**config.mk**
```make
export PLATFORM = sky130hd
export DESIGN_NAME = multdiv_controller
export DESIGN_NICKNAME = d
export VERILOG_FILES = /design/src/rtl/multdiv_controller.sv
export SDC_FILE = /design/constraint.sdc
export NUM_CORES = 1
export LEC_CHECK = 0
export CAP_MARGIN = 40
export CORE_MARGIN = 1
export CORE_UTILIZATION = 45
export DETAILED_ROUTE_END_ITERATION = 6
export GPL_ROUTABILITY_DRIVEN = 0
export GPL_TIMING_DRIVEN = 0
export PLACE_DENSITY_LB_ADDON = 0.2
export SLEW_MARGIN = 10
export SYNTH_ARGS = -nofsm -noshare
export SYNTH_HDL_FRONTEND = slang
export SYNTH_SLANG_ARGS = --single-unit
```
**constraint.sdc**
```tcl
create_clock -name clock -period 6.55 [get_ports clock]
set_input_delay 0.655 -clock clock [delete_from_list [all_inputs] [get_ports clock]]
set_output_delay 0.655 -clock clock [all_outputs]
set_load 0.03 [all_outputs]
```
**src/rtl/multdiv_controller.sv**
```systemverilog
// Sequences one multiply or divide at a time: latches operands, waits MULT_LATENCY edges or for div_done/timeout, then pulses data_resultRDY.
// No backpressure: a new start always wins, aborting any operation in flight without a result.
module multdiv_controller #(
    parameter int WIDTH        = 32,
    parameter int MULT_LATENCY = 2,
    parameter int DIV_TIMEOUT  = 40
) (
    input  logic             clock,
    input  logic             reset,
    input  logic             ctrl_MULT,
    input  logic             ctrl_DIV,
    input  logic [WIDTH-1:0] data_operandA,
    input  logic [WIDTH-1:0] data_operandB,
    output logic [WIDTH-1:0] op_a,
    output logic [WIDTH-1:0] op_b,
    input  logic [WIDTH-1:0] mult_result,
    input  logic             mult_exception,
    output logic             div_start,
    input  logic             div_done,
    input  logic [WIDTH-1:0] div_result,
    input  logic             div_exception,
    output logic [WIDTH-1:0] data_result,
    output logic             data_exception,
    output logic             data_resultRDY,
    output logic             busy
);
    localparam int CNT_MAX = (MULT_LATENCY > DIV_TIMEOUT) ? MULT_LATENCY : DIV_TIMEOUT;
    localparam int CW      = $clog2(CNT_MAX + 1);
    localparam logic [CW-1:0] MULT_LAST = CW'(MULT_LATENCY - 1);
    localparam logic [CW-1:0] DIV_LAST  = CW'(DIV_TIMEOUT - 1);

    typedef enum logic [1:0] {
        IDLE      = 2'd0,
        MULT_WAIT = 2'd1,
        DIV_RUN   = 2'd2
    } state_t;

    state_t            state_q, state_d;
    logic [CW-1:0]     cnt_q, cnt_d;
    logic [WIDTH-1:0]  op_a_q, op_a_d;
    logic [WIDTH-1:0]  op_b_q, op_b_d;
    logic              div_start_q, div_start_d;
    logic [WIDTH-1:0]  data_result_q, data_result_d;
    logic              data_exception_q, data_exception_d;
    logic              data_resultRDY_q, data_resultRDY_d;

    always_comb begin
        state_d          = state_q;
        cnt_d            = cnt_q;
        op_a_d           = op_a_q;
        op_b_d           = op_b_q;
        div_start_d      = 1'b0;
        data_result_d    = data_result_q;
        data_exception_d = data_exception_q;
        data_resultRDY_d = 1'b0;

        if (ctrl_MULT) begin
            op_a_d  = data_operandA;
            op_b_d  = data_operandB;
            cnt_d   = '0;
            state_d = MULT_WAIT;
        end else if (ctrl_DIV) begin
            if (data_operandB == '0) begin
                // Divide-by-zero is answered immediately; the divider never sees it.
                data_result_d    = '0;
                data_exception_d = 1'b1;
                data_resultRDY_d = 1'b1;
                cnt_d            = '0;
                state_d          = IDLE;
            end else begin
                op_a_d      = data_operandA;
                op_b_d      = data_operandB;
                div_start_d = 1'b1;
                cnt_d       = '0;
                state_d     = DIV_RUN;
            end
        end else begin
            case (state_q)
                MULT_WAIT: begin
                    if (cnt_q == MULT_LAST) begin
                        data_result_d    = mult_result;
                        data_exception_d = mult_exception;
                        data_resultRDY_d = 1'b1;
                        state_d          = IDLE;
                    end else begin
                        cnt_d = cnt_q + CW'(1);
                    end
                end
                DIV_RUN: begin
                    if (div_done) begin
                        data_result_d    = div_result;
                        data_exception_d = div_exception;
                        data_resultRDY_d = 1'b1;
                        state_d          = IDLE;
                    end else if (cnt_q == DIV_LAST) begin
                        data_result_d    = '0;
                        data_exception_d = 1'b1;
                        data_resultRDY_d = 1'b1;
                        state_d          = IDLE;
                    end else begin
                        cnt_d = cnt_q + CW'(1);
                    end
                end
                default: begin
                    state_d = IDLE;
                end
            endcase
        end
    end

    always_ff @(posedge clock or negedge reset) begin
        if (!reset) begin
            state_q          <= IDLE;
            cnt_q            <= '0;
            op_a_q           <= '0;
            op_b_q           <= '0;
            div_start_q      <= 1'b0;
            data_result_q    <= '0;
            data_exception_q <= 1'b0;
            data_resultRDY_q <= 1'b0;
        end else begin
            state_q          <= state_d;
            cnt_q            <= cnt_d;
            op_a_q           <= op_a_d;
            op_b_q           <= op_b_d;
            div_start_q      <= div_start_d;
            data_result_q    <= data_result_d;
            data_exception_q <= data_exception_d;
            data_resultRDY_q <= data_resultRDY_d;
        end
    end

    assign op_a           = op_a_q;
    assign op_b           = op_b_q;
    assign div_start      = div_start_q;
    assign data_result    = data_result_q;
    assign data_exception = data_exception_q;
    assign data_resultRDY = data_resultRDY_q;
    assign busy           = (state_q != IDLE);

endmodule
```
; After elaboration in Yosys (flattened, before gate mapping)
; Cells that the tools add are included.
[totals]
regBits = 107
in_bits = 135
out_inout_bits = 100
word_cells = 73
[op_classes]
n_addsub = 1
eq_ne = 13
mux = 41
n_bitwise = 1
n_reduce_logical = 9
[op_table]
columns = op, n
row1 = $mux W32, 11
row2 = $pmux W32 S2, 1
row3 = $logic_not A32 Y1, 1
row4 = $mux W6, 5
row5 = $ne A4 B4 Y1 const B, 5
row6 = $mux W1, 14
row7 = $mux W2, 6
row8 = $pmux W6 S2, 1
row9 = $add A6 B1 Y6 const B, 1
row10 = $eq A6 B1 Y1 const B, 1
row11 = $eq A6 B6 Y1 const B, 1
row12 = $ne A5 B5 Y1 const B, 1
row13 = $reduce_and A5 Y1, 1
row14 = $pmux W1 S2, 2
row15 = $pmux W2 S2, 1
row16 = $reduce_and A2 Y1, 2
row17 = $reduce_and A4 Y1, 1
row18 = $reduce_bool A2 Y1, 2
row19 = $reduce_bool A4 Y1, 1
row20 = $ne A3 B3 Y1 const B, 1
row21 = $reduce_bool A3 Y1, 1
row22 = $eq A2 B1 Y1 const B, 1
row23 = $eq A2 B2 Y1 const B, 1
row24 = $ne A2 B1 Y1 const B, 1
row25 = other kinds (2), 2

; Longest topological paths before layout
; Gate-level depths: netlist of run 1.
[depth]
depth_word = 6
ltp_mapped = 9
mapped_depth_nobuf = 7

; Least setup slack after synthesis of run 1
; Ideal clock, no wire load.
[synth_timing]
kind = input to register
from = input port data_operandB[16]
to = register data_result_q[10] (netlist: data_result[10])
setup_ns = 0.126
arrival_ns = 2.401
t_required_ns = 6.424
path_slack_ns = 4.023
stages = 8
path_buffers = 3
cell_sequence = nor4_1 > nand2_1 > or4_4 > a21o_1 > buf_6 > buf_6 > buf_6 > a221o_1
[synth_via]
elab_chain_len = 3
[synth_lines]
columns = item, line
row1 = from (decl), 13  ; input logic [WIDTH-1:0] data_operandB,
row2 = $logic_not A32 Y1, 63  ; if (data_operandB == '0) begin
row3 = $ne A2 B1 Y1 (no source line), -
row4 = $reduce_and A5 Y1 (no source line), -
row5 = to (signal assigned), 127  ; data_result_q <= data_result_d;
row6 = to (decl), 43  ; logic [WIDTH-1:0] data_result_q, data_result_d;
; Every way passes these cells.
; A chain may end at the register's enable or synchronous reset.

; Final worst setup path of run 1
[layout_timing]
from = input port data_operandB[17]
to = register data_result_q[11] (netlist: data_result[11])
; The elaborated chain is that of the path after synthesis.

==> results of run 1 <==
==> worst max-delay path: stages <==
cell and delay (ns):
clkdlybuf4s50_1 0.45, nor4_1 0.29, nand2_1 0.10, or4_4 0.57, a21o_1 0.20, buf_6 0.13, buf_6 0.15, buf_6 0.14
a221o_1 0.36
==> routing by layer <==
metal  GRT usage  vias to the layer above  share of wire
li1            -                     2097              -
met2       0.450                      153           0.50
met3      0.0723                       24          0.070
met1       0.295                     2154           0.40
met5           0                        -              0
met4      0.0946                        0          0.024
==> Yosys cell counts, types with 2 or more instances <==
cell type  count
ha_1           5
mux2_2        64
a221o_1       32
inv_1          7
nor2b_1       66
nor2_1        13
a21o_1         2
nand4_1        3
or2_2          3
dfrtp_1      107
clkbuf_1      22
xor2_1         3
nor4_1         9
buf_6          5
buf_2          8
nand2_1       12
nor3_1        32
a21oi_1       33
==> per-stage QoR <==
stage / hold WS (ns) / setup slack (ns)
finish: 0.241 / 3.71
global route: 0.268 / 3.61
CTS: 0.256 / 3.70
detailed placement: 0.495 / 3.34
global placement: 0.487 / 0.736
floorplan: 0.359 / 4.02
==> registers in the layout (all words and copies together) (netlist names) <==
name,flops
op_b,32
div_start,1
data_exception,1
data_result,32
op_a,32
cnt_q,6
state_q,2
data_resultRDY,1
==> final timing paths <==
kind | startpoint | slack, ns | depth (start not counted) | endpoint
max in group asynchronous | reset | 5.65 | 2 | op_a[30]$_DFFE_PN0P_
min | reset | 0.24 | 1 | data_result[30]$_DFFE_PN0P_
min in group clock | op_a[31]$_DFFE_PN0P_ | 0.51 | 1 | op_a[31]$_DFFE_PN0P_
max | data_operandB[17] | 3.71 | 9 | data_result[11]$_DFFE_PN0P_
min reg2reg | op_a[31]$_DFFE_PN0P_ | 0.51 | 1 | op_a[31]$_DFFE_PN0P_
max reg2reg | cnt_q[3]$_DFFE_PN0P_ | 3.84 | 6 | data_result[29]$_DFFE_PN0P_
==> layout make-up <==
| class | count | area [um2] |
|---|---|---|
| Clock buffer | 10 | 229 |
| Clock inverter | 5 | 37.5 |
| Multi-Input combinational cell | 295 | 2210 |
| Inverter | 7 | 26.3 |
| Timing Repair Buffer | 234 | 2360 |
| Buffer | 36 | 183 |
| Tap cell | 140 | 175 |
| Fill cell | 803 | 3040 |
| Sequential cell | 107 | 2680 |
==> report_power, final <==
group | switching, W | internal [W]
clock network | 0.000247 | 0.000258
registers | 0.0000622 | 0.000750
logic | 0.000344 | 0.000336
==> logic make-up after synthesis <==
family                   share of synthesized area
AO/OA/AOI/OAI                                0.117
XOR/XNOR                                   0.00688
adder cells (fa/ha/maj)                     0.0123
buffers and inverters                       0.0410
flip-flops                                   0.525
multiplexers                                 0.141
AND/OR/NAND/NOR                              0.156
==> results.ini, run 1 <==
[logic_synthesis]
syn_area_per_cell_um2 = 11.5
ys_warn_count = 0
yosys-top-cells-area = dfrtp_1 (53%), mux2_2 (14%), nor2b_1 (8.1%)
synth_top_area_cell = dfrtp_1
syn-cell-area_um2 = 5100
synth_edf_count = 0
yosys.area.top_type_share = 0.525
syn_inst = 445
ys_ff_latch = 107
ys_async_sr_fraction = 1.00
syn-num-nets = 585
synthDistinctLibCells = 37
synth_ff_type = dfrtp_1
yosysSeqAreaShare = 0.525

[clocking]
cts_buffer_depth = 2
postCtsSetupBuffers = 0
cts_tree = yes
ctsHoldBuffers = 0
cts_root_buf = clkbuf_16
cts_buffers = 9
cts.clk_slew.worst_paths_ns = 0.08
cts_resized = 0
clock_sinks = 107
htree_levels = 3
clk_latency_ns = 0.35

[outcome]
status = completed

[global_routing]
grt_pass1_wl_um = 22900
grt_max_degree = 62
antenna_found_initial = 0
grtUsageTotal = 0.256
overflow = 0
grt_pass1_vias = 4619

[min_path]
hold_class = in2async

[placed_design]
io_buffers = 233
place_area_um2 = 7630
place_inst = 819
hpwl_um = 11500

[drt]
dr.first_iter.drc_count = 182
wl_um = 15000
post_drt_wl_per_cell_um = 17.9
detail_route.first_pass.iterations = 4
vias = 4428
route.detailed.drc = 0
viasPerCell = 5.31
final_antenna_net_count = 0

[die]
start_util = 0.466
die_x_um = 108
ioPinCount = 235
dieHeight_um = 108
rows = 38
coreArea_um2 = 10900
dieArea_um2 = 11800

[cells_and_area]
mostFrequentLayoutCells = clkdlybuf4s50_1 (232), dfrtp_1 (107), nor2b_1 (66), mux2_2 (64), a21oi_1 (33)
area_growth_pct = 55.0
drive_above_1_share = 0.141
post-route-util = 0.722
insertedDiodeCount = 0
layout_commonest_cell = clkdlybuf4s50_1
layoutNonFillerInstCount = 834
num-nets-final = 830
postLayoutCellArea_um2 = 7900

[power_and_ir_drop]
total_power_w = 0.00200
power_density_nw_per_um2 = 253
peakVddDrop_v = 0.000143
leakage_nw = 3.13

[sta]
fin_skew_ns = 0.0123
finalSetupTns_ns = 0
fmax_mhz = 352
drv_slew = 0
finalSetupViolCount = 0
rsz0062_at_grt = no
tightest_slew_ns = 0.633
finalHoldViolCount = 0
timing.final.crit_share = 0.434
fin_crit_ns = 2.84
relSlewSlack = 0.574

[setup_path]
crit_type = in2reg
cp_data_arrival_time_ns = 3.06
cp_max_fo = 10
cp_data_required_time_ns = 6.77
end_kind = register
start_kind = input port

[flow_run]
cap_violations = 0

(Power assumes the default switching activity.)
==> run 2, diff against run 1 <==
Settings changed: CORE_UTILIZATION 45 to 42.
Clock period 6.55 ns to 2.7 ns, I/O delays scaled along.
==> results.ini, run 2 (same netlist as run 1, synthesis figures left out) <==
[outcome]
status = finished, violations left
violations = DRC

[global_routing]
grtUsageTotal = 0.245  ; -0.0105
overflow = 0  ; unchanged
grt_max_degree = 58  ; -6.5%
grt_pass1_wl_um = 24100  ; +5.3%
antenna_found_initial = 0  ; unchanged
grt_pass1_vias = 4796  ; +3.8%

[sta]
relSlewSlack = 0.661  ; +0.0872
finalHoldViolCount = 0  ; unchanged
fin_crit_ns = 2.52
timing.final.crit_share = 0.935
finalSetupTns_ns = 0  ; unchanged
rsz0062_at_grt = no
tightest_slew_ns = 0.503  ; -0.130 ns
fmax_mhz = 396
finalSetupViolCount = 0  ; unchanged
drv_slew = 0  ; unchanged
fin_skew_ns = 0.00401  ; -0.00828 ns

[drt]
dr.first_iter.drc_count = 214  ; +18%
wl_um = 15000  ; +0.30%
post_drt_wl_per_cell_um = 17.9  ; -0.30%
final_antenna_net_count = 0  ; unchanged
detail_route.first_pass.iterations = 6  ; +2
route.detailed.drc = 14  ; +14
vias = 4466  ; +0.86%
viasPerCell = 5.32  ; +0.26%

[die]
rows = 39  ; +2.6%
dieHeight_um = 112  ; +3.4%
die_x_um = 112  ; +3.4%
ioPinCount = 235  ; unchanged
dieArea_um2 = 12600  ; +7.0%
coreArea_um2 = 11600  ; +6.2%
start_util = 0.439  ; -0.0272

[placed_design]
place_area_um2 = 7640  ; about the same
hpwl_um = 11600  ; +0.96%
io_buffers = 233  ; unchanged

[clocking]
htree_levels = 3  ; unchanged
cts_buffers = 9  ; unchanged
clock_sinks = 107  ; unchanged
cts.clk_slew.worst_paths_ns = 0.07  ; about the same
cts_root_buf = clkbuf_16
postCtsSetupBuffers = 0  ; unchanged
cts_buffer_depth = 2  ; unchanged
clk_latency_ns = 0.34  ; about the same
cts_tree = yes

[setup_path]
cp_data_arrival_time_ns = 2.75  ; -0.31 ns
start_kind = input port
setup.worst_path.start = data_operandB[16]
cp_common_cell = buf_6
cp_slowest_cell = or4_4
cp_data_required_time_ns = 2.92  ; -3.85 ns
r2r-start = cnt_q[3]$_DFFE_PN0P_
crit_type = in2reg
path_cells = clkdlybuf4s50_1 > nor4_1 > nand2_1 > or4_4 > a21o_1 > buf_6 > buf_6 > buf_6 > a221o_1
cp_max_fo = 10  ; unchanged
end_kind = register
max_stage_delay_ns = 0.56  ; about the same

[cells_and_area]
num-nets-final = 831  ; +0.12%
num-fill-cells = 879  ; +9.5%
drive_above_1_share = 0.144  ; +0.00247
insertedDiodeCount = 0  ; unchanged
postLayoutCellArea_um2 = 7940  ; +0.48%
area_growth_pct = 55.7
mostFrequentLayoutCells = clkdlybuf4s50_1 (232), dfrtp_1 (107), nor2b_1 (66), mux2_2 (64), a21oi_1 (33)
layout_commonest_cell = clkdlybuf4s50_1

[power_and_ir_drop]
peakVddDrop_v = 0.000485  ; +240%
power_density_nw_per_um2 = 615  ; +140%
leakage_nw = 3.15  ; +0.71%

[min_path]
hold_class = in2reg
hold_start = ctrl_MULT

[flow_run]
cap_violations = 0  ; unchanged

==> run 2: worst paths after layout <==
kind,end,slack (ns),cells past startpoint
max,data_result[30]$_DFFE_PN0P_,0.18,9
min,div_start$_DFF_PN0_,0.27,2
max reg2reg,data_result[14]$_DFFE_PN0P_,0.22,6
min reg2reg,op_a[8]$_DFFE_PN0P_,0.51,1
max in group asynchronous,op_b[28]$_DFFE_PN0P_,1.62,3
min in group asynchronous,cnt_q[5]$_DFFE_PN0P_,0.43,2
==> run 2: timing repair <==
action                     4_1_cts  5_1_grt
hold buffers                     1        0
hold endpoints to repair        50        0
setup endpoints to repair        0       33
resized for setup                0        3
==> run 2: metal layers <==
metal / vias up / GRT usage / wire length, um
met1: 2178 / 0.282 / 5820
li1: 2106 / - / -
met5: - / 0 / 0
met4: 0 / 0.106 / 509
met3: 33 / 0.0691 / 1030
met2: 149 / 0.429 / 7660
==> run 2: metrics by stage <==
step | hold slack [ns] | cells | worst slack, ns | power, W | util
finish | 0.273 | 839 | 0.175 | 0.00488 | 0.683
global route | 0.306 | 839 | 0.0400 | 0.00509 | 0.683
CTS | 0.261 | 839 | 0.0339 | 0.00492 | 0.683
detailed placement | 0.257 | 822 | -0.184 | 0.00365 | 0.658
global placement | 0.488 | 821 | -2.72 | 0.00361 | 0.655
floorplan | -0.0256 | 445 | 0.522 | 0.00283 | -
==> run 2: final cells by class <==
type                            instances  area [um2]  area share
Multi-Input combinational cell        295        2220       0.279
Tap cell                              143         179      0.0225
Buffer                                 36         184      0.0232
Timing Repair Buffer                  235        2370       0.299
Sequential cell                       107        2680       0.337
Clock inverter                          3        22.5     0.00284
Inverter                                7        26.3     0.00331
Clock buffer                           13         260      0.0328
==> run 2: critical path: cells and delay by family <==
family	cells	cell delay [ns]
AO/OA/AOI/OAI	2	0.55
AND/OR/NAND/NOR	3	1.06
buffers and inverters	4	0.86
==> run 2: power by group <==
group	switching [W]	internal [W]	leakage, nW
sequential	0.000150	0.00182	1.25
clock	0.000576	0.000679	0.140
combinational	0.000839	0.000815	1.77
total	0.00156	0.00331	3.15
